==> config.mk <==
export PLATFORM = sky130hd
export DESIGN_NAME = adc_result_fifo
export DESIGN_NICKNAME = d
export VERILOG_FILES = /design/src/rtl/adc_result_fifo.sv
export SDC_FILE = /design/constraint.sdc
export NUM_CORES = 1
export LEC_CHECK = 0
export BUFFER_PORTS_ARGS = -buffer_cell sky130_fd_sc_hd__buf_2
export CELL_PAD_IN_SITES_DETAIL_PLACEMENT = 1
export CELL_PAD_IN_SITES_GLOBAL_PLACEMENT = 2
export CORE_MARGIN = 8
export CORE_UTILIZATION = 39
export DETAILED_ROUTE_END_ITERATION = 8
export PLACE_DENSITY_LB_ADDON = 0.1
export SLEW_MARGIN = 40
export SYNTH_ARGS = -nofsm -noshare
export SYNTH_HDL_FRONTEND = slang
export SYNTH_SLANG_ARGS = --single-unit
export TNS_END_PERCENT = 1
==> constraint.sdc <==
create_clock -name clk_vcm -period 4.3 [get_ports clk_vcm]
set_clock_uncertainty 0.15 [all_clocks]
set_input_delay 0.43 -clock clk_vcm [delete_from_list [all_inputs] [get_ports clk_vcm]]
set_output_delay 0.43 -clock clk_vcm [all_outputs]
set_load 0.01 [all_outputs]
==> src/rtl/adc_result_fifo.sv <==
// Captures delta-sigma ADC results, averages 1/2/4/8 consecutive samples
// into one word and buffers the words in a show-ahead FIFO.
module adc_result_fifo #(
  parameter int DEPTH_LOG2 = 3,
  parameter int WIDTH      = 16
) (
  input  logic                  clk_vcm,
  input  logic                  rst_n,
  input  logic [WIDTH-1:0]      result_in,
  input  logic                  conversion_finished_in,
  input  logic [1:0]            avg_log2_in,
  input  logic                  clear_in,
  input  logic                  rd_en_in,
  output logic [WIDTH-1:0]      rd_data_out,
  output logic                  empty_out,
  output logic                  full_out,
  output logic [DEPTH_LOG2:0]   count_out,
  output logic                  overflow_out
);

  localparam int DEPTH = 1 << DEPTH_LOG2;
  localparam int ACC_W = WIDTH + 3;

  logic                  done_q;
  logic [ACC_W-1:0]      acc;
  logic [2:0]            scnt;
  logic [1:0]            avg_q;
  logic [DEPTH_LOG2:0]   wptr, rptr;
  logic [WIDTH-1:0]      mem [DEPTH];

  logic                  sample_evt;
  logic [1:0]            eff_avg;
  logic [2:0]            last_idx;
  logic [ACC_W-1:0]      sum;
  logic                  block_done;
  logic [WIDTH-1:0]      word;
  logic                  push, pop, wr_en, drop;

  // done_q resets high so a level already high at reset release is not an event.
  // NOTE: sequential state uses non-blocking assignments so every flop samples
  // pre-edge values regardless of block ordering.
  always_ff @(posedge clk_vcm or negedge rst_n) begin
    if (!rst_n) done_q <= 1'b1;
    else        done_q <= conversion_finished_in;
  end

  assign sample_evt = conversion_finished_in & ~done_q;

  // The averaging factor is sampled at the start of a block and held for its duration.
  assign eff_avg    = (scnt == 3'd0) ? avg_log2_in : avg_q;
  assign last_idx   = 3'((4'd1 << eff_avg) - 4'd1);
  assign sum        = acc + ACC_W'(result_in);
  assign block_done = sample_evt && (scnt == last_idx);
  assign word       = WIDTH'(sum >> eff_avg);

  always_ff @(posedge clk_vcm or negedge rst_n) begin
    if (!rst_n) begin
      acc   <= '0;
      scnt  <= '0;
      avg_q <= '0;
    end else if (clear_in) begin
      acc  <= '0;
      scnt <= '0;
    end else if (sample_evt) begin
      if (scnt == 3'd0) avg_q <= avg_log2_in;
      if (block_done) begin
        acc  <= '0;
        scnt <= '0;
      end else begin
        acc  <= sum;
        scnt <= scnt + 3'd1;
      end
    end
  end

  // Pointer-derived status; the extra MSB distinguishes full from empty.
  assign empty_out = (wptr == rptr);
  assign full_out  = (wptr[DEPTH_LOG2] != rptr[DEPTH_LOG2]) &&
                     (wptr[DEPTH_LOG2-1:0] == rptr[DEPTH_LOG2-1:0]);
  assign count_out = wptr - rptr;

  assign push  = block_done & ~clear_in;
  assign pop   = rd_en_in & ~empty_out & ~clear_in;
  assign wr_en = push & (~full_out | pop);
  assign drop  = push & full_out & ~pop;

  always_ff @(posedge clk_vcm or negedge rst_n) begin
    if (!rst_n) begin
      wptr         <= '0;
      rptr         <= '0;
      overflow_out <= 1'b0;
    end else if (clear_in) begin
      wptr         <= '0;
      rptr         <= '0;
      overflow_out <= 1'b0;
    end else begin
      if (wr_en) wptr <= wptr + 1'b1;
      if (pop)   rptr <= rptr + 1'b1;
      if (drop)  overflow_out <= 1'b1;
    end
  end

  // NOTE: storage is deliberately not reset; empty_out gates the read data,
  // so stale contents are never observable and the array maps onto plain RAM.
  always_ff @(posedge clk_vcm) begin
    if (wr_en) mem[wptr[DEPTH_LOG2-1:0]] <= word;
  end

  assign rd_data_out = empty_out ? '0 : mem[rptr[DEPTH_LOG2-1:0]];

endmodule

==> results of run 1 <==
==> cell families (layout without fill, tap and decap cells) <==
family	Yosys count	after routing	share of synthesized area
AO/OA/AOI/OAI	112	112	0.09483
XOR/XNOR	24	24	0.02700
adder cells (fa/ha/maj)	25	25	0.04211
buffers and inverters	43	111	0.02202
flip-flops	162	162	0.6032
multiplexers	57	57	0.1250
AND/OR/NAND/NOR	142	142	0.08582
==> metal layers <==
metal / up-vias / routed length [um]
li1: 2268 / -
met1: 2455 / 8546
met2: 70 / 9487
met3: 21 / 541
met4: 0 / 222
met5: - / 0
==> registers in the layout, summed over array words and instances (netlist names) <==
signal and flops:
acc 19, done_q 1, overflow_out 1, avg_q 2, scnt 3, wptr 4
rptr 4, mem 128
==> critical path, delay by kind of cell, from the launching register on <==
kind	cells	cell delay, ns
compound gates	3	0.65
fa+ha+maj	2	0.58
buf+inv	1	0.06
flops	1	0.35
mux	2	0.63
simple gates	3	0.74
==> stage by stage <==
stage,area [um^2],std cells,setup WS [ns],hold slack (ns),utilization
2_1_floorplan,7785,565,0.5772,-0.01559,-
3_3_place_gp,8373,865,0.7441,0.3237,0.4288
3_5_place_dp,8377,865,0.6615,0.2959,0.4290
4_1_cts,8951,898,0.8061,0.1895,0.4584
5_1_grt,8951,898,0.5230,0.2226,0.4584
6_report,8951,898,0.8542,0.2045,0.4584
==> final cells by class <==
cell class / count / share of cell area
Inverter: 17 / 0.007129
Multi-Input combinational cell: 360 / 0.3281
Clock buffer: 17 / 0.04753
Clock inverter: 14 / 0.01440
Timing Repair Buffer: 63 / 0.04110
Tap cell: 265 / 0.03704
Sequential cell: 162 / 0.5247
==> power groups by stage <==
stage               Sequential [uW]  Combinational, uW  Clock (uW)
floorplan                      1860                401           0
global placement               1860                579           0
detailed placement             1870                600           0
CTS                            1830                605        1470
global route                   1840                661        1520
finish                         1830                595        1450
==> path summary, 6_finish.rpt <==
| kind | startpoint | to |
|---|---|---|
| min | clear_in | overflow_out$_DFFE_PN0P_ |
| min in group asynchronous | rst_n | scnt[1]$_DFFE_PN0P_ |
| min reg2reg | overflow_out$_DFFE_PN0P_ | overflow_out$_DFFE_PN0P_ |
| max reg2reg | acc[0]$_DFFE_PN0P_ | mem[2][11]$_DFFE_PP_ |
| max | acc[0]$_DFFE_PN0P_ | mem[2][11]$_DFFE_PP_ |
| max in group asynchronous | rst_n | rptr[0]$_DFFE_PN0P_ |
==> placed cells by master (no fill, tap or decap), types with 7 or more instances in the layout <==
cell,n
xor2_1,7
edfxtp_1,128
dfrtp_1,32
nor2_1,34
a22o_1,16
a21oi_1,41
mux4_2,32
inv_1,16
buf_4,17
o21ai_0,15
nand2b_1,7
ha_1,23
xnor2_1,17
a211oi_1,7
nand2_1,62
mux2i_1,22
buf_2,44
clkbuf_16,17
==> impl_metrics.env, run 1 <==
export IMPL_synth_edff_count=128
export IMPL_core_um2=19530
export IMPL_vias=4814
export IMPL_syn_inst=565
export IMPL_place_gp_congestion=0.8030
export IMPL_yosysSeqAreaShare=0.6032
export IMPL_setup_worst_path_end_class="flip-flop"
export IMPL_relSlewSlack=0.4786
export IMPL_synth_cell_types=56
export IMPL_drt_first_pass_iters=4
export IMPL_grt_total_usage=0.1603
export IMPL_clk_path_buf_depth=2
export IMPL_outcome="finished clean"
export IMPL_yosysWarnings=0
export IMPL_async_flop_share=0.2099
export IMPL_drcViolationCount=0
export IMPL_fillers=2047
export IMPL_p_clk_frac=0.373
export IMPL_fmax_ghz=0.2902
export IMPL_path_cells="ha_1, inv_1, fa_1, nor2b_1, o31ai_1, a2111o_1, nand2_1, a2111oi_0, nor3_1, mux2i_1, mux2i_1"
export IMPL_path_max_fanout=8
export IMPL_switching_share=0.2714
export IMPL_synth_nets=613
export IMPL_syn_area_um2=7785
export IMPL_overflow=0
export IMPL_fp_dieArea_um2=24740
export IMPL_start_kind="flip-flop"
export IMPL_timing_final_max_slew_violations=0
export IMPL_ys_ff_latch=162
export IMPL_cts_setup_buffers=0
export IMPL_grt_pass1_wl_mm=29.89
export IMPL_hold_depth=2
export IMPL_maxCapViolations=0
export IMPL_clk_latency_ns=0.43
export IMPL_cts_buffers=17
export IMPL_rrSetupSlack_ns=0.85
export IMPL_syn_avg_cell_area_um2=13.78
export IMPL_regArea_um2=4697
export IMPL_yosys_area_top_type="edfxtp_1"
export IMPL_wl_per_cell_um=20.93
export IMPL_num_nets_final=669
export IMPL_max_stage_delay_ns=0.46
export IMPL_crit_arrival_ns=3.44
export IMPL_cts_hold_buf=2
export IMPL_path_class="reg2reg"
export IMPL_p_per_area_nw_per_um2=433.0
export IMPL_period_share=0.8013
export IMPL_critPathMostFrequentCell="mux2i_1"
export IMPL_met1_usage=0.2017
export IMPL_cp_required_ns=4.30
export IMPL_synth_area_top_cells="edfxtp_1 (49%), dfrtp_1 (11%), mux4_2 (9.3%), ha_1 (3.7%), nand2_1 (3.0%)"
export IMPL_routed_wirelength_mm=18.80
export IMPL_top_usage_layer="met2"
export IMPL_pwr_share_comb=0.153
export IMPL_final_antenna_net_count=0
export IMPL_multi_input_area_um2=2937
export IMPL_hold_viol=0
export IMPL_yosysMostFrequentCell="edfxtp_1"
export IMPL_seqPwrFrac=0.473
export IMPL_start_util=0.3987
export IMPL_drt_iter0_markers=251
export IMPL_h_tree_depth=4
export IMPL_netlist_area_leader_share=0.4937
export IMPL_viasPerCell=5.361
export IMPL_reg2reg_depth=11
export IMPL_grt_max_degree=37
export IMPL_p_leak_uw=0.003351
export IMPL_dp_hpwl_mm=12.37
export IMPL_dieWidth_um=157.3
export IMPL_layout_drive_gt1_share=0.2164
export IMPL_num_rows=51
export IMPL_portBuffers=45
export IMPL_diodes=0
export IMPL_internal_power_uw=2824
export IMPL_holdCritPathClass="in2reg"
export IMPL_clkSinkCount=162
export IMPL_synth_flop_cell="edfxtp_1"
export IMPL_grt_use_met3=0.02797
export IMPL_cts_clk_slew_worst_paths_ns=0.07
export IMPL_ir_worst_vdd_mv=0.2998
export IMPL_layout_min_cycle_time_ns=3.446
export IMPL_use_met2=0.2776
export IMPL_synth_top_cells_by_count="edfxtp_1 (128), nand2_1 (62), a21oi_1 (41)"
export IMPL_grt_pass1_vias=5293
export IMPL_setup_tns_ns=0
export IMPL_syn_to_final_growth_pct=14.98
export IMPL_rsz0062_at_grt="no"
export IMPL_cts_resized=0
export IMPL_crit_slowest_cell="mux2i_1"
export IMPL_cts_tree="built"
export IMPL_setup_violations_final=0
export IMPL_pin_count=46
export IMPL_p_total_uw=3876
export IMPL_die_h_um=157.3
export IMPL_worst_pin_slew_ns=0.7604
export IMPL_p_sw_uw=1052
export IMPL_root_buffer="clkbuf_16"
export IMPL_antenna_found_initial=0
Note: power is estimated with default switching activity, not from simulation.
==> inputs of run 2 (changes only) <==
--- a/config.mk
+++ b/config.mk
@@ -5,6 +5,7 @@
 export SDC_FILE = /design/constraint.sdc
 export NUM_CORES = 1
 export LEC_CHECK = 0
+export ABC_AREA = 1
 export BUFFER_PORTS_ARGS = -buffer_cell sky130_fd_sc_hd__buf_2
 export CELL_PAD_IN_SITES_DETAIL_PLACEMENT = 1
 export CELL_PAD_IN_SITES_GLOBAL_PLACEMENT = 2
==> constraint.sdc (replaced) <==
create_clock -name clk_vcm -period 3.57 [get_ports clk_vcm]
set_clock_uncertainty 0.15 [all_clocks]
set_input_delay 0.357 -clock clk_vcm [delete_from_list [all_inputs] [get_ports clk_vcm]]
set_output_delay 0.357 -clock clk_vcm [all_outputs]
set_load 0.01 [all_outputs]
==> run 2 against run 1 <==
Compared with the run above:
- critical path depth fell by 4
- final area up 3.6%
- synthesized area grew 4.0%
- routed wire length up 23%
- worst hold slack got worse by 0.13 ns
- clock power up 23%
- critical path type is now reg2out
==> impl_metrics.env, run 2 <==
export IMPL_outcome="finished clean"
export IMPL_seqPwrFrac=0.405
export IMPL_reg2reg_depth=12
export IMPL_cts_buffers=17
export IMPL_crit_arrival_ns=2.74
export IMPL_place_area_um2=8677
export IMPL_internal_power_uw=3914
export IMPL_switching_share=0.3709
export IMPL_grt_total_usage=0.1850
export IMPL_num_nets_final=975
export IMPL_wl_per_cell_um=19.09
export IMPL_pin_count=46
export IMPL_root_buffer="clkbuf_16"
export IMPL_cts_tree="built"
export IMPL_p_clk_frac=0.286
export IMPL_h_tree_depth=4
export IMPL_synth_area_top_cells="edfxtp_1 (47%), dfrtp_1 (10%), nand2_1 (8.9%), o21ai_0 (6.7%), nor2_1 (5.8%)"
export IMPL_path_max_fanout=16
export IMPL_fp_dieArea_um2=25620
export IMPL_synth_xor_area_frac=0.01299
export IMPL_dp_hpwl_mm=15.98
export IMPL_fillers=2409
export IMPL_hold_depth=2
export IMPL_place_gp_congestion=0.8446
export IMPL_clk_latency_ns=0.43
export IMPL_syn_avg_cell_area_um2=9.238
export IMPL_multi_input_area_um2=3009
export IMPL_dieWidth_um=160.1
export IMPL_num_rows=52
export IMPL_holdCritPathClass="in2reg"
export IMPL_yosys_area_share_simple=0.2025
export IMPL_yosysWarnings=0
export IMPL_synth_top_family_by_area="simple AND/OR/NAND/NOR gates"
export IMPL_maxCapViolations=0
export IMPL_cts_setup_buffers=0
export IMPL_diodes=0
export IMPL_fmax_ghz=0.3080
export IMPL_syn_to_final_growth_pct=14.63
export IMPL_clk_path_buf_depth=2
export IMPL_drt_first_pass_iters=4
export IMPL_regArea_um2=4697
export IMPL_die_h_um=160.1
export IMPL_overflow=0
export IMPL_cp_required_ns=3.06
export IMPL_path_cells="ha_1, nand3_1, nor2_1, clkinvlp_4, o21ai_0, a31oi_1, buf_2"
export IMPL_synthAdderAreaFrac=0.04051
export IMPL_start_util=0.3987
export IMPL_async_flop_share=0.2099
export IMPL_start_kind="flip-flop"
export IMPL_path_class="reg2out"
export IMPL_timing_final_max_slew_violations=0
export IMPL_antenna_found_initial=0
export IMPL_worst_pin_slew_ns=0.6664
export IMPL_synth_flop_cell="edfxtp_1"
export IMPL_synth_edff_count=128
export IMPL_ys_ff_latch=162
export IMPL_core_um2=20300
export IMPL_crit_end="rd_data_out[3]"
export IMPL_synth_top_cells_by_count="nand2_1 (191), edfxtp_1 (128), nor2_1 (125)"
export IMPL_grt_max_degree=65
export IMPL_routed_wirelength_mm=23.10
export IMPL_layout_drive_gt1_share=0.1202
export IMPL_synthMuxAreaShare=0.001237
export IMPL_rsz0062_at_grt="no"
export IMPL_crit_start="wptr[2]$_DFFE_PN0P_"
export IMPL_viasPerCell=5.299
export IMPL_yosysSeqAreaShare=0.5802
export IMPL_layout_commonest_cell="nand2_1"
export IMPL_rrSetupSlack_ns=0.50
export IMPL_p_leak_uw=0.003895
export IMPL_fin_area_um2=9276
export IMPL_setup_worst_path_end_class="primary output"
export IMPL_synth_cell_types=35
export IMPL_r2r_start="scnt[0]$_DFFE_PN0P_"
export IMPL_grt_pass1_wl_mm=37.64
export IMPL_ir_worst_vdd_mv=0.3664
export IMPL_syn_inst=876
export IMPL_portBuffers=45
export IMPL_largest_register_ffs=128
export IMPL_rr_endpoint="mem[4][5]$_DFFE_PP_"
export IMPL_synth_compound_area_frac=0.1121
export IMPL_final_antenna_net_count=0
export IMPL_pwr_share_comb=0.309
export IMPL_vias=6412
export IMPL_synth_nets=924
export IMPL_layout_min_cycle_time_ns=3.246
export IMPL_drt_iter0_markers=331
export IMPL_drcViolationCount=0
export IMPL_layout_common_cells="nand2_1 (191), edfxtp_1 (128), nor2_1 (125), o21ai_0 (105), inv_1 (70)"
export IMPL_crit_slowest_cell="dfrtp_1"
export IMPL_setup_tns_ns=0
export IMPL_syn_area_um2=8093
export IMPL_period_share=0.9093
export IMPL_p_per_area_nw_per_um2=670.7
export IMPL_cts_clk_slew_worst_paths_ns=0.07
export IMPL_max_stage_delay_ns=0.46
export IMPL_relSlewSlack=0.5557
export IMPL_netlist_area_leader_share=0.4750
export IMPL_clkSinkCount=162
export IMPL_yosysMostFrequentCell="nand2_1"
export IMPL_yosys_area_top_type="edfxtp_1"
export IMPL_setup_violations_final=0
export IMPL_hold_viol=0
export IMPL_p_sw_uw=2308
export IMPL_grt_pass1_vias=6962
-- run 2: cell families (layout without fill, tap and decap cells) --
group                    Yosys count  after routing
buffers and inverters            106            170
flip-flops                       162            162
AO/OA/AOI/OAI                    167            167
XOR/XNOR                          12             12
AND/OR/NAND/NOR                  403            403
adder cells (fa/ha/maj)           25             25
multiplexers                       1              1
-- run 2: worst min path at each step --
stage	from	endpoint	slack (ns)
final	clear_in	overflow_out$_DFFE_PN0P_	0.07
after global routing	clear_in	overflow_out$_DFFE_PN0P_	0.07
after global placement	acc[12]$_DFFE_PN0P_	acc[12]$_DFFE_PN0P_	0.32
after CTS	clear_in	overflow_out$_DFFE_PN0P_	0.05
after floorplan	rst_n	acc[0]$_DFFE_PN0P_	-0.09
after detailed placement	rst_n	acc[3]$_DFFE_PN0P_	0.22
-- run 2: stage by stage --
stage,hold slack [ns],utilization,total power [uW],cells,setup slack (ns)
floorplan,-0.08859,-,3772,876,0.1428
global placement,0.3164,0.4273,4417,1176,0.6739
detailed placement,0.2228,0.4275,4492,1176,0.4434
CTS,0.05368,0.4568,6279,1210,0.1379
global route,0.07330,0.4570,6568,1210,0.1398
finish,0.07207,0.4570,6222,1210,0.3238
-- run 2: power by group through the flow --
stage	clock network, uW	logic, uW	registers, uW
after global placement	0	1860	2560
after CTS	1820	1930	2520
after floorplan	0	1230	2540
after detailed placement	0	1930	2560
final	1780	1920	2520
after global routing	1880	2160	2530
-- run 2: per-layer routing --
| metal | share of wire | routed length, um | track usage | up-vias |
|---|---|---|---|---|
| li1 | - | - | - | 3092 |
| met5 | 0 | 0 | 0 | - |
| met2 | 0.51 | 11810 | 0.3367 | 96 |
| met3 | 0.026 | 591 | 0.02674 | 27 |
| met1 | 0.45 | 10340 | 0.2201 | 3197 |
| met4 | 0.015 | 352 | 0.05905 | 0 |
-- run 2: layout make-up --
| type | instances | share of cell area |
|---|---|---|
| Clock inverter | 14 | 0.01578 |
| Timing Repair Buffer | 64 | 0.04046 |
| Inverter | 74 | 0.03035 |
| Multi-Input combinational cell | 608 | 0.3244 |
| Clock buffer | 18 | 0.04626 |
| Tap cell | 270 | 0.03642 |
| Sequential cell | 162 | 0.5063 |
-- run 2: critical path: cells and delay by family, from the launching register on --
family | cells | cell delay, ns
DFF | 1 | 0.46
AOI/OAI and AO/OA | 2 | 0.36
adders and majority gates | 1 | 0.40
buffers and inverters | 2 | 0.62
and+or+nand+nor | 2 | 0.46
-- run 2: timing repair --
action	4_1_cts	5_1_grt
gates resized for setup	0	1
setup endpoints to repair	0	1
hold buffers	2	0
hold endpoints to repair	34	0
==> inputs of run 3 (changes only) <==
--- a/config.mk
+++ b/config.mk
@@ -13,6 +13,7 @@
 export CORE_UTILIZATION = 39
 export DETAILED_ROUTE_END_ITERATION = 8
 export PLACE_DENSITY_LB_ADDON = 0.1
+export SETUP_SLACK_MARGIN = 0.5
 export SLEW_MARGIN = 40
 export SYNTH_ARGS = -nofsm -noshare
 export SYNTH_HDL_FRONTEND = slang
==> run 3 against run 2 <==
Compared with the run above:
- core utilization up 0.35 points
- worst setup slack better by 0.36 ns
- worst hold slack better by 0.014 ns
- critical endpoint unchanged
==> impl_metrics.env, run 3 (same netlist as run 2, synthesis figures left out) <==
export IMPL_outcome="finished clean"
export IMPL_crit_start="wptr[0]$_DFFE_PN0P_"
export IMPL_place_gp_congestion=0.8274
export IMPL_num_nets_final=978
export IMPL_p_clk_frac=0.290
export IMPL_start_util=0.3987
export IMPL_ir_worst_vdd_mv=0.3515
export IMPL_overflow=0
export IMPL_viasPerCell=5.293
export IMPL_clk_path_buf_depth=2
export IMPL_pin_count=46
export IMPL_seqPwrFrac=0.400
export IMPL_holdWs_ns=0.08627
export IMPL_grt_total_usage=0.1810
export IMPL_hold_viol=0
export IMPL_grt_pass1_wl_mm=36.78
export IMPL_reg2reg_depth=12
export IMPL_internal_power_uw=4025
export IMPL_path_max_fanout=16
export IMPL_rrSetupSlack_ns=0.75
export IMPL_period_share=0.8099
export IMPL_root_buffer="clkbuf_16"
export IMPL_fmax_ghz=0.3459
export IMPL_diodes=0
export IMPL_layout_commonest_cell="nand2_1"
export IMPL_p_sw_uw=2271
export IMPL_switching_share=0.3607
export IMPL_dieWidth_um=160.1
export IMPL_h_tree_depth=4
export IMPL_crit_arrival_ns=2.38
export IMPL_routed_wirelength_mm=22.83
export IMPL_layout_min_cycle_time_ns=2.891
export IMPL_hold_depth=2
export IMPL_cts_clk_slew_worst_paths_ns=0.07
export IMPL_grt_pass1_vias=6865
export IMPL_clkSinkCount=162
export IMPL_start_kind="flip-flop"
export IMPL_layout_common_cells="nand2_1 (191), edfxtp_1 (128), nor2_1 (124), o21ai_0 (107), inv_1 (70)"
export IMPL_timing_final_max_slew_violations=0
export IMPL_setup_violations_final=0
export IMPL_cts_buffers=17
export IMPL_layout_drive_gt1_share=0.1241
export IMPL_final_antenna_net_count=0
export IMPL_portBuffers=45
export IMPL_p_leak_uw=0.003934
export IMPL_wl_per_cell_um=18.82
export IMPL_drt_iter0_markers=348
export IMPL_syn_to_final_growth_pct=15.51
export IMPL_holdCritPathClass="in2reg"
export IMPL_grt_max_degree=67
export IMPL_worst_slack_ns=0.6788
export IMPL_path_class="reg2out"
export IMPL_r2r_start="scnt[0]$_DFFE_PN0P_"
export IMPL_die_h_um=160.1
export IMPL_drt_first_pass_iters=4
export IMPL_pwr_share_comb=0.310
export IMPL_largest_register_ffs=128
export IMPL_setup_worst_path_end_class="primary output"
export IMPL_rsz0062_at_grt="yes"
export IMPL_rr_endpoint="mem[6][11]$_DFFE_PP_"
export IMPL_dp_hpwl_mm=15.60
export IMPL_p_per_area_nw_per_um2=673.6
export IMPL_drcViolationCount=0
export IMPL_fp_dieArea_um2=25620
export IMPL_crit_end="rd_data_out[3]"
export IMPL_fin_util=0.4605
export IMPL_place_ws_ns=0.6325
export IMPL_fillers=2351
export IMPL_maxCapViolations=0
export IMPL_clk_latency_ns=0.43
export IMPL_antenna_found_initial=0
export IMPL_core_um2=20300
export IMPL_relSlewSlack=0.4901
export IMPL_cp_required_ns=3.06
export IMPL_num_rows=52
export IMPL_cts_tree="built"
export IMPL_worst_pin_slew_ns=0.7568
export IMPL_setup_tns_ns=0
export IMPL_vias=6420
## run 3: changes by cell type in the layout (fill, tap and decap cells not counted), sizes merged
cell      delta
buf          +3
clkbuf       -1
clkinv       +3
bufinv       +1
inv          -1
clkinvlp     -2
## run 3: how the worst min path moves through the flow
stage	startpoint	to	slack, ns
detailed placement	rst_n	acc[2]$_DFFE_PN0P_	0.22
global placement	acc[8]$_DFFE_PN0P_	acc[8]$_DFFE_PN0P_	0.32
floorplan	rst_n	acc[0]$_DFFE_PN0P_	-0.09
CTS	clear_in	overflow_out$_DFFE_PN0P_	0.06
finish	clear_in	overflow_out$_DFFE_PN0P_	0.09
global route	clear_in	overflow_out$_DFFE_PN0P_	0.09
## run 3: worst max-delay path, stage by stage (launching register included)
cell and delay, ns:
dfrtp_1 0.40, inv_1 0.21, ha_1 0.28, nand3_1 0.13, nor2_2 0.08, clkinvlp_4 0.10, buf_12 0.15, o21ai_0 0.11
a31oi_1 0.30, buf_2 0.20
## run 3: cell type report
class                           instances  area, um^2  area share
Tap cell                              270       337.8     0.03614
Sequential cell                       162        4697      0.5025
Timing Repair Buffer                   67       417.9     0.04471
Multi-Input combinational cell        608        3017      0.3227
Inverter                               74       281.5     0.03012
Clock inverter                         15       171.4     0.01834
Clock buffer                           17       425.4     0.04551
## run 3: per-layer routing
layer  part of all wire  global-route usage
met1               0.45              0.2223
met4              0.012             0.04630
met2               0.51              0.3230
met5                  0                   0
met3              0.027             0.03059
## run 3: stage by stage
stage	instance area [um^2]	std cells	total power [uW]
finish	9348	1213	6297
global route	9348	1213	6648
CTS	9333	1213	6345
detailed placement	8692	1178	4483
global placement	8690	1178	4411
floorplan	8098	876	3772
## run 3: power by group through the flow
stage          Sequential, uW  Clock, uW  Combinational (uW)
2_1_floorplan            2540          0                1230
3_3_place_gp             2550          0                1860
3_5_place_dp             2560          0                1920
4_1_cts                  2520       1860                1960
5_1_grt                  2530       1930                2190
6_report                 2520       1830                1950
## run 3: timing repair
action                                 in CTS  in global routing
endpoints found under the hold margin      34                  0
gates cloned                                0                  0
buffers inserted                            1                  0
hold buffers                                2                  0
resized for setup                           1                  5
setup endpoints to repair                  16                141
